**src/rtl/io_reg_arbiter.sv**
```systemverilog
// Two-requester arbiter for the GPU I/O-register BRAM port. Round-robin with short locked bursts by default;
// defining IO_ARB_HOST_PRIORITY_EN switches to fixed m0 priority with a starvation guard for m1.
`timescale 1ns/1ps
module io_reg_arbiter #(
  parameter int ADDR_W    = 12,
  parameter int DATA_W    = 32,
  parameter int MAX_BURST = 4
) (
  input  logic                gpu_clk,
  input  logic                reset,
  input  logic                m0_valid,
  output logic                m0_ready,
  input  logic [ADDR_W-1:0]   m0_addr,
  input  logic [DATA_W/8-1:0] m0_we,
  input  logic [DATA_W-1:0]   m0_wdata,
  input  logic                m0_lock,
  output logic                m0_rvalid,
  output logic [DATA_W-1:0]   m0_rdata,
  input  logic                m1_valid,
  output logic                m1_ready,
  input  logic [ADDR_W-1:0]   m1_addr,
  input  logic [DATA_W/8-1:0] m1_we,
  input  logic [DATA_W-1:0]   m1_wdata,
  input  logic                m1_lock,
  output logic                m1_rvalid,
  output logic [DATA_W-1:0]   m1_rdata,
  output logic                mem_en,
  output logic [DATA_W/8-1:0] mem_we,
  output logic [ADDR_W-1:0]   mem_addr,
  output logic [DATA_W-1:0]   mem_din,
  input  logic [DATA_W-1:0]   mem_dout
);

  localparam int BE_W  = DATA_W / 8;
  localparam int CNT_W = (MAX_BURST > 1) ? $clog2(MAX_BURST) : 1;
  localparam logic [CNT_W-1:0] CNT_MAX = CNT_W'(MAX_BURST - 1);

  logic             last_gnt_q, last_gnt_d;
  logic [CNT_W-1:0] burst_cnt_q, burst_cnt_d;
  logic             lock_q, lock_d;
  logic             rd_pend_q, rd_pend_d;
  logic             rd_owner_q, rd_owner_d;
  logic             rvalid_q [2];
  logic [DATA_W-1:0] rdata_q [2];

  logic             contended, hold_lock;
  logic             gnt_en, gnt_id, gnt_lock;
  logic [BE_W-1:0]  gnt_we;
  logic [ADDR_W-1:0] gnt_addr;
  logic [DATA_W-1:0] gnt_wdata;

`ifdef IO_ARB_HOST_PRIORITY_EN
  logic [2:0] starve_cnt_q, starve_cnt_d;
  logic       starve_q, starve_d;
`endif

  // lock_q remembers whether the most recent grant asked to keep the port
  always_comb begin
    contended = m0_valid & m1_valid;
    hold_lock = lock_q && (burst_cnt_q < CNT_MAX);
    gnt_en    = 1'b0;
    gnt_id    = 1'b0;
    if (!reset) begin
      if (contended) begin
        gnt_en = 1'b1;
`ifdef IO_ARB_HOST_PRIORITY_EN
        gnt_id = (last_gnt_q && hold_lock) || starve_q;
`else
        gnt_id = hold_lock ? last_gnt_q : ~last_gnt_q;
`endif
      end else if (m0_valid || m1_valid) begin
        gnt_en = 1'b1;
        gnt_id = m1_valid;
      end
    end
  end

  assign gnt_we    = gnt_id ? m1_we    : m0_we;
  assign gnt_addr  = gnt_id ? m1_addr  : m0_addr;
  assign gnt_wdata = gnt_id ? m1_wdata : m0_wdata;
  assign gnt_lock  = gnt_id ? m1_lock  : m0_lock;

  assign m0_ready = gnt_en & ~gnt_id;
  assign m1_ready = gnt_en & gnt_id;
  assign mem_en   = gnt_en;
  assign mem_we   = gnt_en ? gnt_we    : '0;
  assign mem_addr = gnt_en ? gnt_addr  : '0;
  assign mem_din  = gnt_en ? gnt_wdata : '0;

  always_comb begin
    last_gnt_d  = last_gnt_q;
    burst_cnt_d = burst_cnt_q;
    lock_d      = lock_q;
    rd_pend_d   = gnt_en && (gnt_we == '0);
    rd_owner_d  = gnt_id;
`ifdef IO_ARB_HOST_PRIORITY_EN
    starve_cnt_d = starve_cnt_q;
    starve_d     = starve_q;
`endif
    if (!gnt_en) begin
      burst_cnt_d = '0;
    end else begin
      if (gnt_id == last_gnt_q) begin
        burst_cnt_d = (burst_cnt_q == CNT_MAX) ? burst_cnt_q : burst_cnt_q + 1'b1;
      end else begin
        burst_cnt_d = '0;
        last_gnt_d  = gnt_id;
      end
`ifdef IO_ARB_HOST_PRIORITY_EN
      lock_d = gnt_id & m1_lock;
      if (gnt_id) begin
        starve_cnt_d = '0;
        starve_d     = 1'b0;
      end else if (contended) begin
        // eighth consecutive contended m0 win arms the guard for m1
        starve_cnt_d = starve_cnt_q + 1'b1;
        if (starve_cnt_q == 3'd7) starve_d = 1'b1;
      end
`else
      lock_d = gnt_lock;
`endif
    end
  end

  always_ff @(posedge gpu_clk) begin
    if (reset) begin
      last_gnt_q  <= 1'b1;
      burst_cnt_q <= '0;
      lock_q      <= 1'b0;
      rd_pend_q   <= 1'b0;
      rd_owner_q  <= 1'b0;
`ifdef IO_ARB_HOST_PRIORITY_EN
      starve_cnt_q <= '0;
      starve_q     <= 1'b0;
`endif
    end else begin
      last_gnt_q  <= last_gnt_d;
      burst_cnt_q <= burst_cnt_d;
      lock_q      <= lock_d;
      rd_pend_q   <= rd_pend_d;
      rd_owner_q  <= rd_owner_d;
`ifdef IO_ARB_HOST_PRIORITY_EN
      starve_cnt_q <= starve_cnt_d;
      starve_q     <= starve_d;
`endif
    end
  end

  for (genvar gi = 0; gi < 2; gi++) begin : g_ret
    always_ff @(posedge gpu_clk) begin
      if (reset) begin
        rvalid_q[gi] <= 1'b0;
        rdata_q[gi]  <= '0;
      end else begin
        rvalid_q[gi] <= rd_pend_q && (rd_owner_q == 1'(gi));
        if (rd_pend_q && (rd_owner_q == 1'(gi))) rdata_q[gi] <= mem_dout;
      end
    end
  end

  assign m0_rvalid = rvalid_q[0];
  assign m1_rvalid = rvalid_q[1];
  assign m0_rdata  = rdata_q[0];
  assign m1_rdata  = rdata_q[1];

endmodule

```
**config.mk**
```make
export PLATFORM = sky130hd
export DESIGN_NAME = io_reg_arbiter
export DESIGN_NICKNAME = d
export VERILOG_FILES = /design/src/rtl/io_reg_arbiter.sv
export SDC_FILE = /design/constraint.sdc
export NUM_CORES = 1
export LEC_CHECK = 0
export ABC_AREA = 1
export ABC_CLOCK_PERIOD_IN_PS = 5100
export BUFFER_PORTS_ARGS = -buffer_cell sky130_fd_sc_hd__buf_2
export CORE_MARGIN = 10
export CORE_UTILIZATION = 45
export DETAILED_ROUTE_END_ITERATION = 10
export PLACE_DENSITY = 0.87
export SLEW_MARGIN = 20
export SYNTH_ARGS = -nofsm -noshare
export SYNTH_HDL_FRONTEND = slang
export SYNTH_SLANG_ARGS = --single-unit
```
**constraint.sdc**
```tcl
create_clock -name gpu_clk -period 5.1 [get_ports gpu_clk]
set_input_delay 0.51 -clock gpu_clk [delete_from_list [all_inputs] [get_ports gpu_clk]]
set_output_delay 0.51 -clock gpu_clk [all_outputs]
set_load 0.02 [all_outputs]
```
### Word level (Yosys, flattened, before mapping)

Memories as Yosys holds them, arrays and structs flattened.
Cells that the tools add are included.

| storage, ports and cells | value |
|---|---|
| bits in writable memories | 66 |
| bits in registers | 6 |
| word-level logic and storage cells | 58 |
| memories kept | 2 |

| operators by class | value |
|---|---|
| equal/unequal tests | 2 |
| muxes and demuxes | 27 |
| $lt $le $gt $ge | 1 |
| add/sub/neg operators | 1 |
| reductions and logical operators | 8 |
| bitwise operators | 12 |

Memories:

| memory | words | width | rd ports | clocked after Yosys merged registers in | wr ports | RTL line | source |
|---|---|---|---|---|---|---|---|
| rdata_q | 2 | 32 | 2 | 0 | 2 | 44 | `logic [DATA_W-1:0] rdata_q [2];` |
| rvalid_q | 2 | 1 | 2 | 0 | 2 | 43 | `logic rvalid_q [2];` |

Operators with widths:

| operator | count |
|---|---|
| 32-bit 2-to-1 mux | 4 |
| 12-bit 2-to-1 mux | 2 |
| 1-bit 2-to-1 mux | 19 |
| 4-bit 2-to-1 mux | 2 |
| 1-bit NOT | 5 |
| 1-bit logical AND | 4 |
| 4-bit logical NOT | 1 |
| 1-bit bitwise OR | 4 |
| 1-bit AND | 3 |
| 3-bit OR reduction | 1 |
| 2-bit by 1-bit adder with 2-bit output, second input constant | 1 |
| 2-bit == test, second input constant | 1 |
| 2-bit < comparator, second input constant | 1 |
| 2-bit AND reduction | 1 |
| 1-bit == test | 1 |
| 1-bit logical OR | 1 |

### Longest topological paths before layout

Gate-level depths: netlist of run 1.

| depth | value |
|---|---|
| word-level depth | 8 |
| depth in mapped cells | 11 |
| gate-level depth less buffers | 10 |

### Worst setup path before layout of run 1

OpenSTA, ideal clock, no wires.

| path | value |
|---|---|
| kind | reg-to-reg |
| start | reg rd_owner_q |
| end | mem rdata_q[1][0] (enable) |
| stages on the path, launching flop included | 3 |
| path slack | 1.978 ns |
| buffers on the path | 0 |
| arrival time | 2.657 ns |
| library setup time | 0.466 ns |
| required time | 4.634 ns |
| cells stage by stage | dfxtp_1 -> inv_1 -> o21ai_0 |

RTL lines:

| element | RTL line | source |
|---|---|---|
| start, declared | 42 | `logic rd_owner_q, rd_owner_d;` |
| start signal, assigned | 141 | `rd_owner_q <= rd_owner_d;` |
| end, declared | 44 |  |

### Worst setup path in the final report of run 1

| path | value |
|---|---|
| start | reg burst_cnt_q[0] |
| end | out mem_din[19] |

| between the ends | value |
|---|---|
| word-level cells in the longest chain between the ends | 7 |

Ends and longest elaborated chain:

| element | RTL line | source |
|---|---|---|
| start, declared | 39 | `logic [CNT_W-1:0] burst_cnt_q, burst_cnt_d;` |
| start signal, assigned | 138 | `burst_cnt_q <= burst_cnt_d;` |
| 2-bit < comparator | 60 | `hold_lock = lock_q && (burst_cnt_q < CNT_MAX);` |
| 1-bit logical AND | 60 |  |
| 1-bit 2-to-1 mux | 69 | `gnt_id = hold_lock ? last_gnt_q : ~last_gnt_q;` |
| 1-bit 2-to-1 mux | 64 | `if (contended) begin` |
| 1-bit 2-to-1 mux | 63 | `if (!reset) begin` |
| 32-bit 2-to-1 mux | 80 | `assign gnt_wdata = gnt_id ? m1_wdata : m0_wdata;` |
| 32-bit 2-to-1 mux | 88 | `assign mem_din = gnt_en ? gnt_wdata : '0;` |
| end, declared | 30 | `output logic [DATA_W-1:0] mem_din,` |

Every way passes these cells.

==> report_table.html, run 1 <==
<table>
<tr><th>Metric</th><th>Value</th></tr>
<tr><th colspan="2">STA</th></tr>
<tr><td>Count of pins over their slew limit</td><td>0</td></tr>
<tr><td>Relative slew margins</td><td>a little under a third</td></tr>
<tr><td>Setup TNS after final layout</td><td>0 ns</td></tr>
<tr><td>Layout Skew</td><td>between 0.01 and 0.015 ns</td></tr>
<tr><td>Shortest clock period the worst path allows after layout</td><td>roughly 2.7 ns</td></tr>
<tr><td>Slew at the pin closest to its max-slew limit</td><td>1.02 ns</td></tr>
<tr><td>Maximum achievable frequency</td><td>roughly 370 MHz</td></tr>
<tr><td>Final-layout worst hold slack</td><td>0.431 ns</td></tr>
<tr><td>Setup repair after global routing missed its margin</td><td>false</td></tr>
<tr><td>Final hold viol count</td><td>0</td></tr>
<tr><td>Final worst-path cycle share</td><td>between 50% and 60%</td></tr>
<tr><td>Final Setup Violations</td><td>0</td></tr>
<tr><th colspan="2">Clock network</th></tr>
<tr><td>Number of H-tree branching levels</td><td>3</td></tr>
<tr><td>Buffer depth of the longest clock path</td><td>2</td></tr>
<tr><td>Quantity of hold-fixing buffers added after cts</td><td>0</td></tr>
<tr><td>CTS tree</td><td>done</td></tr>
<tr><td>Clock insertion delay at the later pin of the skew report</td><td>between 0.3 and 0.4 ns</td></tr>
<tr><td>Number of buffers added for setup after CTS</td><td>0</td></tr>
<tr><td>Clock-pin slew on the worst setup and hold paths</td><td>~0.08 ns</td></tr>
<tr><td>Number of gates resized after CTS</td><td>0</td></tr>
<tr><td>Clock root buffer</td><td>sky130_fd_sc_hd__clkbuf_8</td></tr>
<tr><td>Clock sink count</td><td>just over 70</td></tr>
<tr><td>Number of buffers created by CTS</td><td>9</td></tr>
<tr><th colspan="2">Route</th></tr>
<tr><td>Routed wirelength normalized by instance count</td><td>17.2 um</td></tr>
<tr><td>Total length of routed wires</td><td>~13000 um</td></tr>
<tr><td>Ratio of routed vias to standard cells</td><td>roughly 4.6</td></tr>
<tr><td>Initial DRT Pass Iterations</td><td>4</td></tr>
<tr><td>Antenna-violating nets left</td><td>0</td></tr>
<tr><td>DR iter-0 viols</td><td>172</td></tr>
<tr><td>Vias post-DR</td><td>between 3k and 4k</td></tr>
<tr><td>Number of remaining DRC errors</td><td>0</td></tr>
<tr><th colspan="2">Setup path</th></tr>
<tr><td>Combined buffer and inverter count along the critical path</td><td>3</td></tr>
<tr><td>WP data required</td><td>around 4.6 ns</td></tr>
<tr><td>Top fanout value on the critical path</td><td>between 40 and 50</td></tr>
<tr><td>Ordered list of cells on the worst path</td><td>ha_1, inv_2, nand2_1, nand2_2, nand3_4, nand2_8, nand2_4, inv_8, nand2_1, nand2_1, buf_2</td></tr>
<tr><td>Setup Crit Path Kind</td><td>reg2out</td></tr>
<tr><td>Largest delay share family, worst path</td><td>simple AND/OR/NAND/NOR gates</td></tr>
<tr><td>Crit path launch type</td><td>flip-flop</td></tr>
<tr><td>Slowest cell on the critical path</td><td>sky130_fd_sc_hd__dfxtp_1</td></tr>
<tr><td>Crit end category</td><td>output pin</td></tr>
<tr><td>Crit-path most repeated cell</td><td>sky130_fd_sc_hd__nand2_1</td></tr>
<tr><td>Crit path largest cell delay</td><td>~0.33 ns</td></tr>
<tr><td>Crit path arrival time</td><td>approximately 2.2 ns</td></tr>
<tr><th colspan="2">Place</th></tr>
<tr><td>DP Wirelength</td><td>approximately 10000 um</td></tr>
<tr><td>Cell area after placement</td><td>roughly 4900 sq um</td></tr>
<tr><td>Global placer's final weighted congestion</td><td>between 0.9 and 1</td></tr>
<tr><td>Count of input and output buffers</td><td>between 200 and 300</td></tr>
<tr><td>Placed Cells</td><td>between 700 and 800</td></tr>
<tr><th colspan="2">Synthesis</th></tr>
<tr><td>Area fraction in compound gates after synthesis</td><td>under 10%</td></tr>
<tr><td>Arithmetic-cell share of the synthesized area counting full adders, half adders and majority gates</td><td>0.349%</td></tr>
<tr><td>Avg Cell Area, Syn</td><td>roughly 9.5 sq um</td></tr>
<tr><td>Total nets after synthesis</td><td>slightly above 500</td></tr>
<tr><td>Number of flops mapped to enable cells by yosys</td><td>64</td></tr>
<tr><td>Simple-gate share of the synthesized area</td><td>between 20% and 30%</td></tr>
<tr><td>Gate count of the mapped netlist</td><td>377</td></tr>
<tr><td>Largest family of logic cells by synthesized area</td><td>simple AND/OR/NAND/NOR gates</td></tr>
<tr><td>Multiplexer share of the synthesized area</td><td>0.280%</td></tr>
<tr><td>Parity-gate share of the synthesized area counting xor and xnor cells</td><td>0.245%</td></tr>
<tr><td>Primary FF master, synth</td><td>sky130_fd_sc_hd__edfxtp_1</td></tr>
<tr><td>Proportion of synthesized chip area in sequential cells</td><td>between 50% and 60%</td></tr>
<tr><td>Most common cell in the netlist</td><td>sky130_fd_sc_hd__nand2_1</td></tr>
<tr><td>Async set-or-reset flop fraction in the synthesized netlist</td><td>0%</td></tr>
<tr><td>Cell type with the largest total area after synthesis</td><td>sky130_fd_sc_hd__edfxtp_1</td></tr>
<tr><td>Yosys top cell area share</td><td>about 54%</td></tr>
<tr><td>Most frequent cells after synthesis</td><td>112 x sky130_fd_sc_hd__nand2_1, 79 x sky130_fd_sc_hd__nor2_1, 64 x sky130_fd_sc_hd__edfxtp_1</td></tr>
<tr><td>Cell area after synthesis</td><td>~3600 sq um</td></tr>
<tr><td>Unique masters post-synth</td><td>29</td></tr>
<tr><td>Largest cells by area after synthesis</td><td>sky130_fd_sc_hd__edfxtp_1 54%, sky130_fd_sc_hd__nand2_1 12%, sky130_fd_sc_hd__nor2_1 8.3%, sky130_fd_sc_hd__nand2_4 6.6%, sky130_fd_sc_hd__inv_1 4.6%</td></tr>
<tr><td>FF+latch count, synth</td><td>roughly 70</td></tr>
<tr><td>Count of warnings emitted by yosys</td><td>0</td></tr>
<tr><th colspan="2">Global routing</th></tr>
<tr><td>Maximum number of pins on one net before global-route repair</td><td>47</td></tr>
<tr><td>Global-route usage over all layers</td><td>roughly a fifth</td></tr>
<tr><td>Initial antenna violation count</td><td>3</td></tr>
<tr><td>Wire length of the first global-routing pass</td><td>about 18000 um</td></tr>
<tr><td>Via count of the first global-routing pass</td><td>between 3k and 4k</td></tr>
<tr><td>Total overflow reported by the global router</td><td>0</td></tr>
<tr><th colspan="2">Hold path</th></tr>
<tr><td>Kind of path behind the tightest hold check</td><td>in2reg</td></tr>
<tr><th colspan="2">Floorplanning</th></tr>
<tr><td>Cell row count</td><td>32</td></tr>
<tr><td>Die X-Extent</td><td>about 110 um</td></tr>
<tr><td>IO Count</td><td>between 200 and 300</td></tr>
<tr><td>Chip height</td><td>between 100 and 150 um</td></tr>
<tr><td>Initial cell density of the core</td><td>between 40 and 50%</td></tr>
<tr><td>Placeable core region</td><td>~7700 sq um</td></tr>
<tr><td>Die footprint</td><td>11900 sq um</td></tr>
<tr><th colspan="2">Status</th></tr>
<tr><td>Run status</td><td>finished, final reports clean</td></tr>
<tr><th colspan="2">Final layout</th></tr>
<tr><td>Cell Count, Final, Fillers Out</td><td>roughly 730</td></tr>
<tr><td>Area growth, synth to finish</td><td>42.5%</td></tr>
<tr><td>Area occupied by multi-input gates</td><td>1180 sq um</td></tr>
<tr><td>Share of layout cells above drive strength 1</td><td>between 40% and 50%</td></tr>
<tr><td>Finished Cell Area</td><td>roughly 5100 sq um</td></tr>
<tr><td>Register cell area after layout</td><td>2080 sq um</td></tr>
<tr><td>Post-layout util</td><td>approximately two thirds</td></tr>
<tr><td># fillers</td><td>659</td></tr>
<tr><td>Total number of nets in the final design</td><td>758</td></tr>
<tr><th colspan="2">Power</th></tr>
<tr><td>Leakage power summed over all cells</td><td>between 2 and 3 nW</td></tr>
<tr><td>Largest vdd supply drop</td><td>approximately 120 uV</td></tr>
<tr><td>Power density over the cells</td><td>295 nW/um^2</td></tr>
<tr><th colspan="2">Run</th></tr>
<tr><td>Number of maximum-capacitance constraint violations</td><td>0</td></tr>
</table>
[sequential cells by signal (all words and copies together), names as in the netlist]
signal       cells
rdata_q         64
rd_owner_q       1
lock_q           1
rd_pend_q        1
burst_cnt_q      2
rvalid_q         2
last_gnt_q       1
[cell usage in the layout (no fill, tap or decap), drive strengths merged]
cell type / netlist / final
buf: 15 / 250
edfxtp: 64 / 64
diode: 0 / 1
o21ai: 9 / 9
nand3b: 1 / 1
xor2: 1 / 1
clkbuf: 0 / 9
nand3: 7 / 7
ha: 1 / 1
nor2: 80 / 80
mux2i: 1 / 1
dfxtp: 8 / 8
a21oi: 1 / 1
o211ai: 1 / 1
nor3: 2 / 2
clkinv: 0 / 1
inv: 51 / 54
bufinv: 0 / 3
nand2: 135 / 135
[power breakdown]
| part | total [mW] | switching [mW] | internal, mW |
|---|---|---|---|
| Sequential | 0.670 | 0.00779 | 0.662 |
| Combinational | 0.283 | 0.185 | 0.0976 |
| Clock | 0.552 | 0.221 | 0.331 |
| Total | 1.50 | 0.414 | 1.09 |
[layer usage]
metal	track usage (%)	part of all wire [%]	vias up
li1	-	-	1660
met1	19.9	34	1484
met2	35.1	50	182
met3	9.73	14	10
met4	6.32	1.4	2
met5	0	0.10	-
[area by class of cell]
cell class	count	area share [%]
flip-flops and latches	72	40.8
repair buffers	250	24.5
multi-input cells	239	23.2
inverters	51	4.05
well taps	102	2.50
clock inverters	7	2.45
clock buffers	9	2.43
diodes	1	0.0490
[per-stage QoR]
stage / setup slack [ns] / power [mW]
after floorplan: 1.98 / 0.847
after global placement: 2.80 / 0.964
after detailed placement: 2.77 / 0.969
after CTS: 2.41 / 1.51
after global routing: 2.25 / 1.57
final: 2.43 / 1.50
[final timing paths]
kind / from / end / slack, ns / depth (start not counted)
min: reset / lock_q / 0.43 / 2
max: burst_cnt_q[0] / mem_din[19] / 2.43 / 11
min reg2reg: lock_q / lock_q / 0.51 / 2
max reg2reg: rd_owner_q / rdata_q[1][14] / 3.42 / 2
[cells by family after synthesis]
group,count (synthesis)
xor+xnor,1
buf+inv,66
flops,72
fa+ha+maj,1
compound gates,11
mux,1
simple gates,225
No activity file was read; power rests on OpenSTA's default activity.
==> inputs of run 2 (changes only) <==
--- a/config.mk
+++ b/config.mk
@@ -6,12 +6,12 @@
 export NUM_CORES = 1
 export LEC_CHECK = 0
 export ABC_AREA = 1
-export ABC_CLOCK_PERIOD_IN_PS = 5100
+export ABC_CLOCK_PERIOD_IN_PS = 2600
 export BUFFER_PORTS_ARGS = -buffer_cell sky130_fd_sc_hd__buf_2
 export CORE_MARGIN = 10
-export CORE_UTILIZATION = 45
+export CORE_UTILIZATION = 41
 export DETAILED_ROUTE_END_ITERATION = 10
-export PLACE_DENSITY = 0.87
+export PLACE_DENSITY = 0.8
 export SLEW_MARGIN = 20
 export SYNTH_ARGS = -nofsm -noshare
 export SYNTH_HDL_FRONTEND = slang
==> constraint.sdc (replaced) <==
create_clock -name gpu_clk -period 2.6 [get_ports gpu_clk]
set_input_delay 0.26 -clock gpu_clk [delete_from_list [all_inputs] [get_ports gpu_clk]]
set_output_delay 0.26 -clock gpu_clk [all_outputs]
set_load 0.02 [all_outputs]
==> run 2 against run 1 <==
- critical path depth unchanged
- first-iteration DRC count increased by 33%
- sequential share of layout area increased by 0.32 points
- critical endpoint is now mem_din[15]
- clock power increased by 59%
- register-to-register slack got worse by 2.5 ns
- non-clock buffer count unchanged
- sequential cell count unchanged
- clock skew decreased by 0.0041 ns
==> report_table.html, run 2 (synthesized netlist as in run 1, its figures left out) <==
<table>
<tr><th>Metric</th><th>Value</th></tr>
<tr><th colspan="2">Status</th></tr>
<tr><td>Run status</td><td>finished, final reports clean (unchanged)</td></tr>
<tr><th colspan="2">Setup path</th></tr>
<tr><td>Setup Crit Path Kind</td><td>reg2out (unchanged)</td></tr>
<tr><td>Crit path launch type</td><td>flip-flop (unchanged)</td></tr>
<tr><td>Top fanout value on the critical path</td><td>41 (unchanged)</td></tr>
<tr><td>Crit path arrival time</td><td>2.12 ns (was 2.16 ns)</td></tr>
<tr><td>Critical register-to-register path startpoint</td><td>rd_owner_q (unchanged)</td></tr>
<tr><td>WP data required</td><td>2.34 ns (was 4.59 ns)</td></tr>
<tr><td>Crit end category</td><td>output pin (unchanged)</td></tr>
<tr><td>R2R depth</td><td>2 (unchanged)</td></tr>
<tr><td>Crit path from</td><td>burst_cnt_q[0] (unchanged)</td></tr>
<tr><th colspan="2">Place</th></tr>
<tr><td>Global placer's final weighted congestion</td><td>0.849 (was 0.952)</td></tr>
<tr><td>Count of input and output buffers</td><td>250 (unchanged)</td></tr>
<tr><td>Place WS</td><td>0.564 ns (was 2.77 ns)</td></tr>
<tr><td>DP Wirelength</td><td>10200 um (was 10400 um)</td></tr>
<tr><th colspan="2">Final layout</th></tr>
<tr><td># fillers</td><td>765 (was 659)</td></tr>
<tr><td>Area occupied by multi-input gates</td><td>1180 sq um (unchanged)</td></tr>
<tr><td>Total number of nets in the final design</td><td>758 (unchanged)</td></tr>
<tr><td>Number of flip-flops under the largest register name</td><td>64 (unchanged)</td></tr>
<tr><td>Top Registers</td><td>rdata_q x64, burst_cnt_q x2, rvalid_q x2 (unchanged)</td></tr>
<tr><td>Leading cell types in the layout, fill and taps excluded</td><td>250 x sky130_fd_sc_hd__buf_2, 112 x sky130_fd_sc_hd__nand2_1, 79 x sky130_fd_sc_hd__nor2_1 (unchanged)</td></tr>
<tr><td>Register ranked first by flip-flop count</td><td>rdata_q (unchanged)</td></tr>
<tr><td>Most common library cell in the layout ignoring fill and taps</td><td>sky130_fd_sc_hd__buf_2 (unchanged)</td></tr>
<tr><td>Register cell area after layout</td><td>2080 sq um (unchanged)</td></tr>
<tr><td>Share of layout cells above drive strength 1</td><td>48.1% (unchanged)</td></tr>
<tr><td>Area growth, synth to finish</td><td>41.4% (was 42.5%)</td></tr>
<tr><th colspan="2">STA</th></tr>
<tr><td>Final Worst Setup Slack</td><td>0.222 ns (was 2.43 ns)</td></tr>
<tr><td>Count of pins over their slew limit</td><td>0 (unchanged)</td></tr>
<tr><td>Layout Skew</td><td>0.00644 ns (was 0.0105 ns)</td></tr>
<tr><td>Maximum achievable frequency</td><td>421 MHz</td></tr>
<tr><td>Setup repair after global routing missed its margin</td><td>false (unchanged)</td></tr>
<tr><td>Shortest clock period the worst path allows after layout</td><td>roughly 2.4 ns</td></tr>
<tr><td>Final hold viol count</td><td>0 (unchanged)</td></tr>
<tr><td>Final worst-path cycle share</td><td>91.5%</td></tr>
<tr><td>Final Setup Violations</td><td>0 (unchanged)</td></tr>
<tr><td>Setup TNS after final layout</td><td>0 ns (unchanged)</td></tr>
<tr><td>Slew at the pin closest to its max-slew limit</td><td>1.04 ns (was 1.02 ns)</td></tr>
<tr><td>Relative slew margins</td><td>30.2% (was 31.8%)</td></tr>
<tr><th colspan="2">Clock network</th></tr>
<tr><td>Buffer depth of the longest clock path</td><td>2 (unchanged)</td></tr>
<tr><td>Number of buffers created by CTS</td><td>9 (unchanged)</td></tr>
<tr><td>Clock insertion delay at the later pin of the skew report</td><td>0.33 ns (about the same)</td></tr>
<tr><td>Clock sink count</td><td>72 (unchanged)</td></tr>
<tr><td>Number of H-tree branching levels</td><td>3 (unchanged)</td></tr>
<tr><td>Number of buffers added for setup after CTS</td><td>0 (unchanged)</td></tr>
<tr><td>Clock root buffer</td><td>sky130_fd_sc_hd__clkbuf_8 (unchanged)</td></tr>
<tr><td>Quantity of hold-fixing buffers added after cts</td><td>0 (unchanged)</td></tr>
<tr><td>Clock-pin slew on the worst setup and hold paths</td><td>0.07 ns (was 0.08 ns)</td></tr>
<tr><td>Number of gates resized after CTS</td><td>0 (unchanged)</td></tr>
<tr><td>CTS tree</td><td>done (unchanged)</td></tr>
<tr><th colspan="2">Global routing</th></tr>
<tr><td>Met3 Track Usage GR</td><td>9.50% (was 9.73%)</td></tr>
<tr><td>Met1 Use GR</td><td>18.2% (was 19.9%)</td></tr>
<tr><td>Initial antenna violation count</td><td>1 (was 3)</td></tr>
<tr><td>Maximum number of pins on one net before global-route repair</td><td>47 (unchanged)</td></tr>
<tr><td>Via count of the first global-routing pass</td><td>3593 (was 3402)</td></tr>
<tr><td>Busiest layer in global routing</td><td>met2 (unchanged)</td></tr>
<tr><td>Met2 usage in global routing</td><td>31.3% (was 35.1%)</td></tr>
<tr><td>Global-route usage over all layers</td><td>18.2% (was 19.8%)</td></tr>
<tr><td>Total overflow reported by the global router</td><td>0 (unchanged)</td></tr>
<tr><td>Wire length of the first global-routing pass</td><td>18800 um (was 18100 um)</td></tr>
<tr><th colspan="2">Floorplanning</th></tr>
<tr><td>Die footprint</td><td>12900 sq um (was 11900 sq um)</td></tr>
<tr><td>Cell row count</td><td>34 (was 32)</td></tr>
<tr><td>Chip height</td><td>113 um (was 109 um)</td></tr>
<tr><td>Die X-Extent</td><td>113 um (was 109 um)</td></tr>
<tr><td>IO Count</td><td>251 (unchanged)</td></tr>
<tr><td>Placeable core region</td><td>8590 sq um (was 7730 sq um)</td></tr>
<tr><td>Initial cell density of the core</td><td>41.7% (was 46.3%)</td></tr>
<tr><th colspan="2">Power</th></tr>
<tr><td>Total Power</td><td>2.74 mW (was 1.50 mW)</td></tr>
<tr><td>Leakage power summed over all cells</td><td>2.90 nW (was 2.92 nW)</td></tr>
<tr><td>Largest vdd supply drop</td><td>221 uV (was 123 uV)</td></tr>
<tr><td>Power density over the cells</td><td>542 nW/um^2 (was 295 nW/um^2)</td></tr>
<tr><th colspan="2">Route</th></tr>
<tr><td>Initial DRT Pass Iterations</td><td>4 (unchanged)</td></tr>
<tr><td>Ratio of routed vias to standard cells</td><td>4.52 (was 4.57)</td></tr>
<tr><td>DR iter-0 viols</td><td>228 (was 172)</td></tr>
<tr><td>Vias post-DR</td><td>3332 (was 3338)</td></tr>
<tr><td>Routed wirelength normalized by instance count</td><td>16.5 um (was 17.2 um)</td></tr>
<tr><td>Number of remaining DRC errors</td><td>0 (unchanged)</td></tr>
<tr><td>Total length of routed wires</td><td>12200 um (was 12600 um)</td></tr>
<tr><td>Antenna-violating nets left</td><td>0 (unchanged)</td></tr>
<tr><th colspan="2">Run</th></tr>
<tr><td>Number of maximum-capacitance constraint violations</td><td>0 (unchanged)</td></tr>
<tr><th colspan="2">Hold path</th></tr>
<tr><td>Cell count of the worst hold path</td><td>2 (unchanged)</td></tr>
<tr><td>Kind of path behind the tightest hold check</td><td>in2reg (unchanged)</td></tr>
<tr><td>Hold wc startpoint</td><td>reset (unchanged)</td></tr>
</table>
## run 2: cell type report
type                            count  area share, %
Timing Repair Buffer              250           24.7
Antenna cell                        1         0.0494
Clock inverter                      7           1.53
Inverter                           51           4.08
Clock buffer                        9           2.45
Tap cell                          108           2.67
Multi-Input combinational cell    239           23.4
Sequential cell                    72           41.1
## run 2: routing by layer
metal / vias to the layer above / routed length (um) / share of wire (%)
li1: 1656 / - / -
met1: 1465 / 4500 / 37
met2: 193 / 5910 / 48
met3: 18 / 1450 / 12
met4: 0 / 325 / 2.7
met5: - / 0 / 0
## run 2: per-stage QoR
step / instance area, sq um / hold slack, ns / cells / utilization (%)
finish: 5060 / 0.198 / 737 / 58.9
CTS: 5060 / 0.175 / 736 / 58.9
detailed placement: 4860 / 0.493 / 720 / 56.5
global placement: 4860 / 0.488 / 720 / 56.5
global route: 5060 / 0.204 / 737 / 58.9
floorplan: 3580 / 0.329 / 377 / -
## run 2: critical path, stage by stage, from the launching register on
cell                      delay, ns
sky130_fd_sc_hd__dfxtp_1       0.32
sky130_fd_sc_hd__ha_1          0.25
sky130_fd_sc_hd__inv_2         0.08
sky130_fd_sc_hd__nand2_1       0.06
sky130_fd_sc_hd__nand2_2       0.08
sky130_fd_sc_hd__nand3_4       0.11
sky130_fd_sc_hd__nand2_8       0.14
sky130_fd_sc_hd__nand2_4       0.08
sky130_fd_sc_hd__inv_8         0.30
sky130_fd_sc_hd__nand2_1       0.11
sky130_fd_sc_hd__nand2_1       0.08
sky130_fd_sc_hd__buf_2         0.16
## run 2: path summary, 6_finish.rpt
check                         to  slack (ns)
setup / recovery     mem_din[15]        0.22
hold / removal            lock_q        0.20
setup reg to reg  rdata_q[1][18]        0.91
hold reg to reg           lock_q        0.51
## run 2: where the power goes
| part | internal [mW] | switching [mW] | total, mW | leakage, nW |
|---|---|---|---|---|
| Sequential | 1.30 | 0.0154 | 1.31 | 0.726 |
| Clock | 0.453 | 0.427 | 0.880 | 0.101 |
| Combinational | 0.191 | 0.356 | 0.548 | 2.07 |
| Total | 1.94 | 0.798 | 2.74 | 2.90 |
==> inputs of run 3 (changes only) <==
--- a/config.mk
+++ b/config.mk
@@ -12,6 +12,7 @@
 export CORE_UTILIZATION = 41
 export DETAILED_ROUTE_END_ITERATION = 10
 export PLACE_DENSITY = 0.8
+export SETUP_SLACK_MARGIN = 0.3
 export SLEW_MARGIN = 20
 export SYNTH_ARGS = -nofsm -noshare
 export SYNTH_HDL_FRONTEND = slang
==> run 3 against run 2 <==
- sequential power barely moved
- non-clock buffer count did not move
- routed wire length rose by 2.0%
- register-to-register slack barely moved
- cell count rose by 0.27%
- critical endpoint unchanged
==> report_table.html, run 3 (synthesized netlist as in run 1, its figures left out) <==
<table>
<tr><th>Metric</th><th>Value</th></tr>
<tr><th colspan="2">Status</th></tr>
<tr><td>Run status</td><td>finished, final reports clean (unchanged)</td></tr>
<tr><th colspan="2">Final layout</th></tr>
<tr><td>Most common library cell in the layout ignoring fill and taps</td><td>sky130_fd_sc_hd__buf_2 (unchanged)</td></tr>
<tr><td>Cell Count, Final, Fillers Out</td><td>739 (was 737)</td></tr>
<tr><td>Number of flip-flops under the largest register name</td><td>64 (unchanged)</td></tr>
<tr><td>Area growth, synth to finish</td><td>43.5% (was 41.4%)</td></tr>
<tr><td>Finished Cell Area</td><td>5140 sq um (was 5060 sq um)</td></tr>
<tr><td># fillers</td><td>758 (was 765)</td></tr>
<tr><td>Top Registers</td><td>rdata_q x64, burst_cnt_q x2, rvalid_q x2 (unchanged)</td></tr>
<tr><td>Leading cell types in the layout, fill and taps excluded</td><td>250 x sky130_fd_sc_hd__buf_2, 112 x sky130_fd_sc_hd__nand2_1, 79 x sky130_fd_sc_hd__nor2_1 (unchanged)</td></tr>
<tr><td>Share of layout cells above drive strength 1</td><td>48.4% (was 48.1%)</td></tr>
<tr><td>Total number of nets in the final design</td><td>760 (was 758)</td></tr>
<tr><td>Post-layout util</td><td>59.8% (was 58.9%)</td></tr>
<tr><td>Register ranked first by flip-flop count</td><td>rdata_q (unchanged)</td></tr>
<tr><th colspan="2">Power</th></tr>
<tr><td>Power density over the cells</td><td>537 nW/um^2 (was 542 nW/um^2)</td></tr>
<tr><td>Leakage power summed over all cells</td><td>2.92 nW (was 2.90 nW)</td></tr>
<tr><td>Total Power</td><td>2.76 mW (was 2.74 mW)</td></tr>
<tr><td>Largest vdd supply drop</td><td>221 uV (about the same)</td></tr>
<tr><th colspan="2">STA</th></tr>
<tr><td>Final hold viol count</td><td>0 (unchanged)</td></tr>
<tr><td>Final Setup Violations</td><td>0 (unchanged)</td></tr>
<tr><td>Final worst-path cycle share</td><td>83.1% (was 91.5%)</td></tr>
<tr><td>Setup TNS after final layout</td><td>0 ns (unchanged)</td></tr>
<tr><td>Layout Skew</td><td>0.00647 ns (was 0.00644 ns)</td></tr>
<tr><td>Final-layout worst hold slack</td><td>0.198 ns (about the same)</td></tr>
<tr><td>Relative slew margins</td><td>30.3% (was 30.2%)</td></tr>
<tr><td>Final Worst Setup Slack</td><td>0.440 ns (was 0.222 ns)</td></tr>
<tr><td>Setup repair after global routing missed its margin</td><td>true (was false)</td></tr>
<tr><td>Count of pins over their slew limit</td><td>0 (unchanged)</td></tr>
<tr><td>Slew at the pin closest to its max-slew limit</td><td>1.04 ns (about the same)</td></tr>
<tr><td>Maximum achievable frequency</td><td>463 MHz (was 421 MHz)</td></tr>
<tr><td>Shortest clock period the worst path allows after layout</td><td>2.16 ns (was 2.38 ns)</td></tr>
<tr><th colspan="2">Global routing</th></tr>
<tr><td>Via count of the first global-routing pass</td><td>3592 (was 3593)</td></tr>
<tr><td>Global-route usage over all layers</td><td>18.2% (unchanged)</td></tr>
<tr><td>Total overflow reported by the global router</td><td>0 (unchanged)</td></tr>
<tr><td>Initial antenna violation count</td><td>1 (unchanged)</td></tr>
<tr><td>Wire length of the first global-routing pass</td><td>18800 um (unchanged)</td></tr>
<tr><td>Maximum number of pins on one net before global-route repair</td><td>47 (unchanged)</td></tr>
<tr><th colspan="2">Clock network</th></tr>
<tr><td>Clock-pin slew on the worst setup and hold paths</td><td>0.07 ns (about the same)</td></tr>
<tr><td>CTS tree</td><td>done (unchanged)</td></tr>
<tr><td>Clock sink count</td><td>72 (unchanged)</td></tr>
<tr><td>Clock root buffer</td><td>sky130_fd_sc_hd__clkbuf_8 (unchanged)</td></tr>
<tr><td>Buffer depth of the longest clock path</td><td>2 (unchanged)</td></tr>
<tr><td>Quantity of hold-fixing buffers added after cts</td><td>0 (unchanged)</td></tr>
<tr><td>Clock insertion delay at the later pin of the skew report</td><td>0.33 ns (about the same)</td></tr>
<tr><td>Number of H-tree branching levels</td><td>3 (unchanged)</td></tr>
<tr><td>Number of buffers created by CTS</td><td>9 (unchanged)</td></tr>
<tr><th colspan="2">Route</th></tr>
<tr><td>Vias post-DR</td><td>3369 (was 3332)</td></tr>
<tr><td>Antenna-violating nets left</td><td>0 (unchanged)</td></tr>
<tr><td>Initial DRT Pass Iterations</td><td>4 (unchanged)</td></tr>
<tr><td>DR iter-0 viols</td><td>193 (was 228)</td></tr>
<tr><td>Total length of routed wires</td><td>12400 um (was 12200 um)</td></tr>
<tr><td>Routed wirelength normalized by instance count</td><td>16.8 um (was 16.5 um)</td></tr>
<tr><td>Ratio of routed vias to standard cells</td><td>4.56 (was 4.52)</td></tr>
<tr><td>Number of remaining DRC errors</td><td>0 (unchanged)</td></tr>
<tr><th colspan="2">Place</th></tr>
<tr><td>Cell area after placement</td><td>4860 sq um (unchanged)</td></tr>
<tr><td>Place WS</td><td>0.564 ns (unchanged)</td></tr>
<tr><td>Placed Cells</td><td>720 (unchanged)</td></tr>
<tr><td>DP Wirelength</td><td>10200 um (unchanged)</td></tr>
<tr><td>Count of input and output buffers</td><td>250 (unchanged)</td></tr>
<tr><td>Global placer's final weighted congestion</td><td>0.849 (unchanged)</td></tr>
<tr><th colspan="2">Setup path</th></tr>
<tr><td>Critical register-to-register path startpoint</td><td>rd_owner_q (unchanged)</td></tr>
<tr><td>Crit end category</td><td>output pin (unchanged)</td></tr>
<tr><td>Crit path launch type</td><td>flip-flop (unchanged)</td></tr>
<tr><td>R2R depth</td><td>2 (unchanged)</td></tr>
<tr><td>WP data required</td><td>2.34 ns (about the same)</td></tr>
<tr><td>R2r endpoint</td><td>rdata_q[1][18] (unchanged)</td></tr>
<tr><td>Worst-case register-to-register setup slack</td><td>0.91 ns (about the same)</td></tr>
<tr><td>Top fanout value on the critical path</td><td>21 (was 41)</td></tr>
<tr><td>Crit path arrival time</td><td>1.90 ns (was 2.12 ns)</td></tr>
<tr><td>Setup Crit Path Kind</td><td>reg2out (unchanged)</td></tr>
<tr><th colspan="2">Floorplanning</th></tr>
<tr><td>IO Count</td><td>251 (unchanged)</td></tr>
<tr><td>Die X-Extent</td><td>113 um (unchanged)</td></tr>
<tr><td>Cell row count</td><td>34 (unchanged)</td></tr>
<tr><td>Die footprint</td><td>12900 sq um (unchanged)</td></tr>
<tr><td>Placeable core region</td><td>8590 sq um (unchanged)</td></tr>
<tr><td>Initial cell density of the core</td><td>41.7% (unchanged)</td></tr>
<tr><td>Chip height</td><td>113 um (unchanged)</td></tr>
<tr><th colspan="2">Run</th></tr>
<tr><td>Number of maximum-capacitance constraint violations</td><td>0 (unchanged)</td></tr>
<tr><th colspan="2">Hold path</th></tr>
<tr><td>Kind of path behind the tightest hold check</td><td>in2reg (unchanged)</td></tr>
<tr><td>Hold wc startpoint</td><td>reset (unchanged)</td></tr>
<tr><td>Cell count of the worst hold path</td><td>2 (unchanged)</td></tr>
<tr><td>Hold-critical path endpoint</td><td>lock_q (unchanged)</td></tr>
</table>
-- run 3: critical path, cell delays in order, from the launching register on --
cell,delay [ns]
sky130_fd_sc_hd__dfxtp_1,0.40
sky130_fd_sc_hd__ha_4,0.18
sky130_fd_sc_hd__inv_2,0.04
sky130_fd_sc_hd__nand2_1,0.07
sky130_fd_sc_hd__nand2_2,0.06
sky130_fd_sc_hd__nand3_4,0.10
sky130_fd_sc_hd__nand2_8,0.12
sky130_fd_sc_hd__nand2_8,0.18
sky130_fd_sc_hd__clkinv_16,0.12
sky130_fd_sc_hd__nand2_1,0.08
sky130_fd_sc_hd__nand2_1,0.05
sky130_fd_sc_hd__buf_2,0.16
-- run 3: worst max-delay path by stage --
stage | startpoint | endpoint | slack, ns | cells after the start
floorplan | rd_owner_q | rdata_q[1][0] | 0.34 | 2
global placement | burst_cnt_q[0] | mem_din[4] | 0.67 | 11
detailed placement | burst_cnt_q[0] | mem_din[15] | 0.56 | 11
CTS | burst_cnt_q[0] | mem_din[15] | 0.28 | 11
global route | burst_cnt_q[0] | mem_din[10] | 0.28 | 11
finish | burst_cnt_q[0] | mem_din[15] | 0.44 | 11
-- run 3: what timing repair did --
action,4_1_cts,5_1_grt
pin swaps,0,1
setup endpoints to repair,41,45
cloned,0,2
resized for setup,2,8
setup buffers,0,0
-- run 3: per-layer routing --
metal	wire length, um	GRT usage (%)
met5	0	0
met4	325	7.28
met3	1430	9.34
met2	6100	31.3
met1	4580	18.3
-- run 3: where the power goes --
part           switching [mW]  leakage (nW)  total (mW)  internal (mW)
combinational           0.367          2.09       0.563          0.196
sequential             0.0163         0.726        1.32           1.30
clock                   0.427         0.101       0.880          0.453
-- run 3: area by class of cell --
cell class	instances	area [sq um]	area share (%)
flip-flops and latches	72	2080	40.5
clock buffers	9	124	2.41
diodes	1	2.50	0.0487
repair inverters	2	27.5	0.536
repair buffers	250	1250	24.4
clock inverters	7	77.6	1.51
inverters	51	233	4.53
multi-input cells	239	1200	23.5
well taps	108	135	2.63
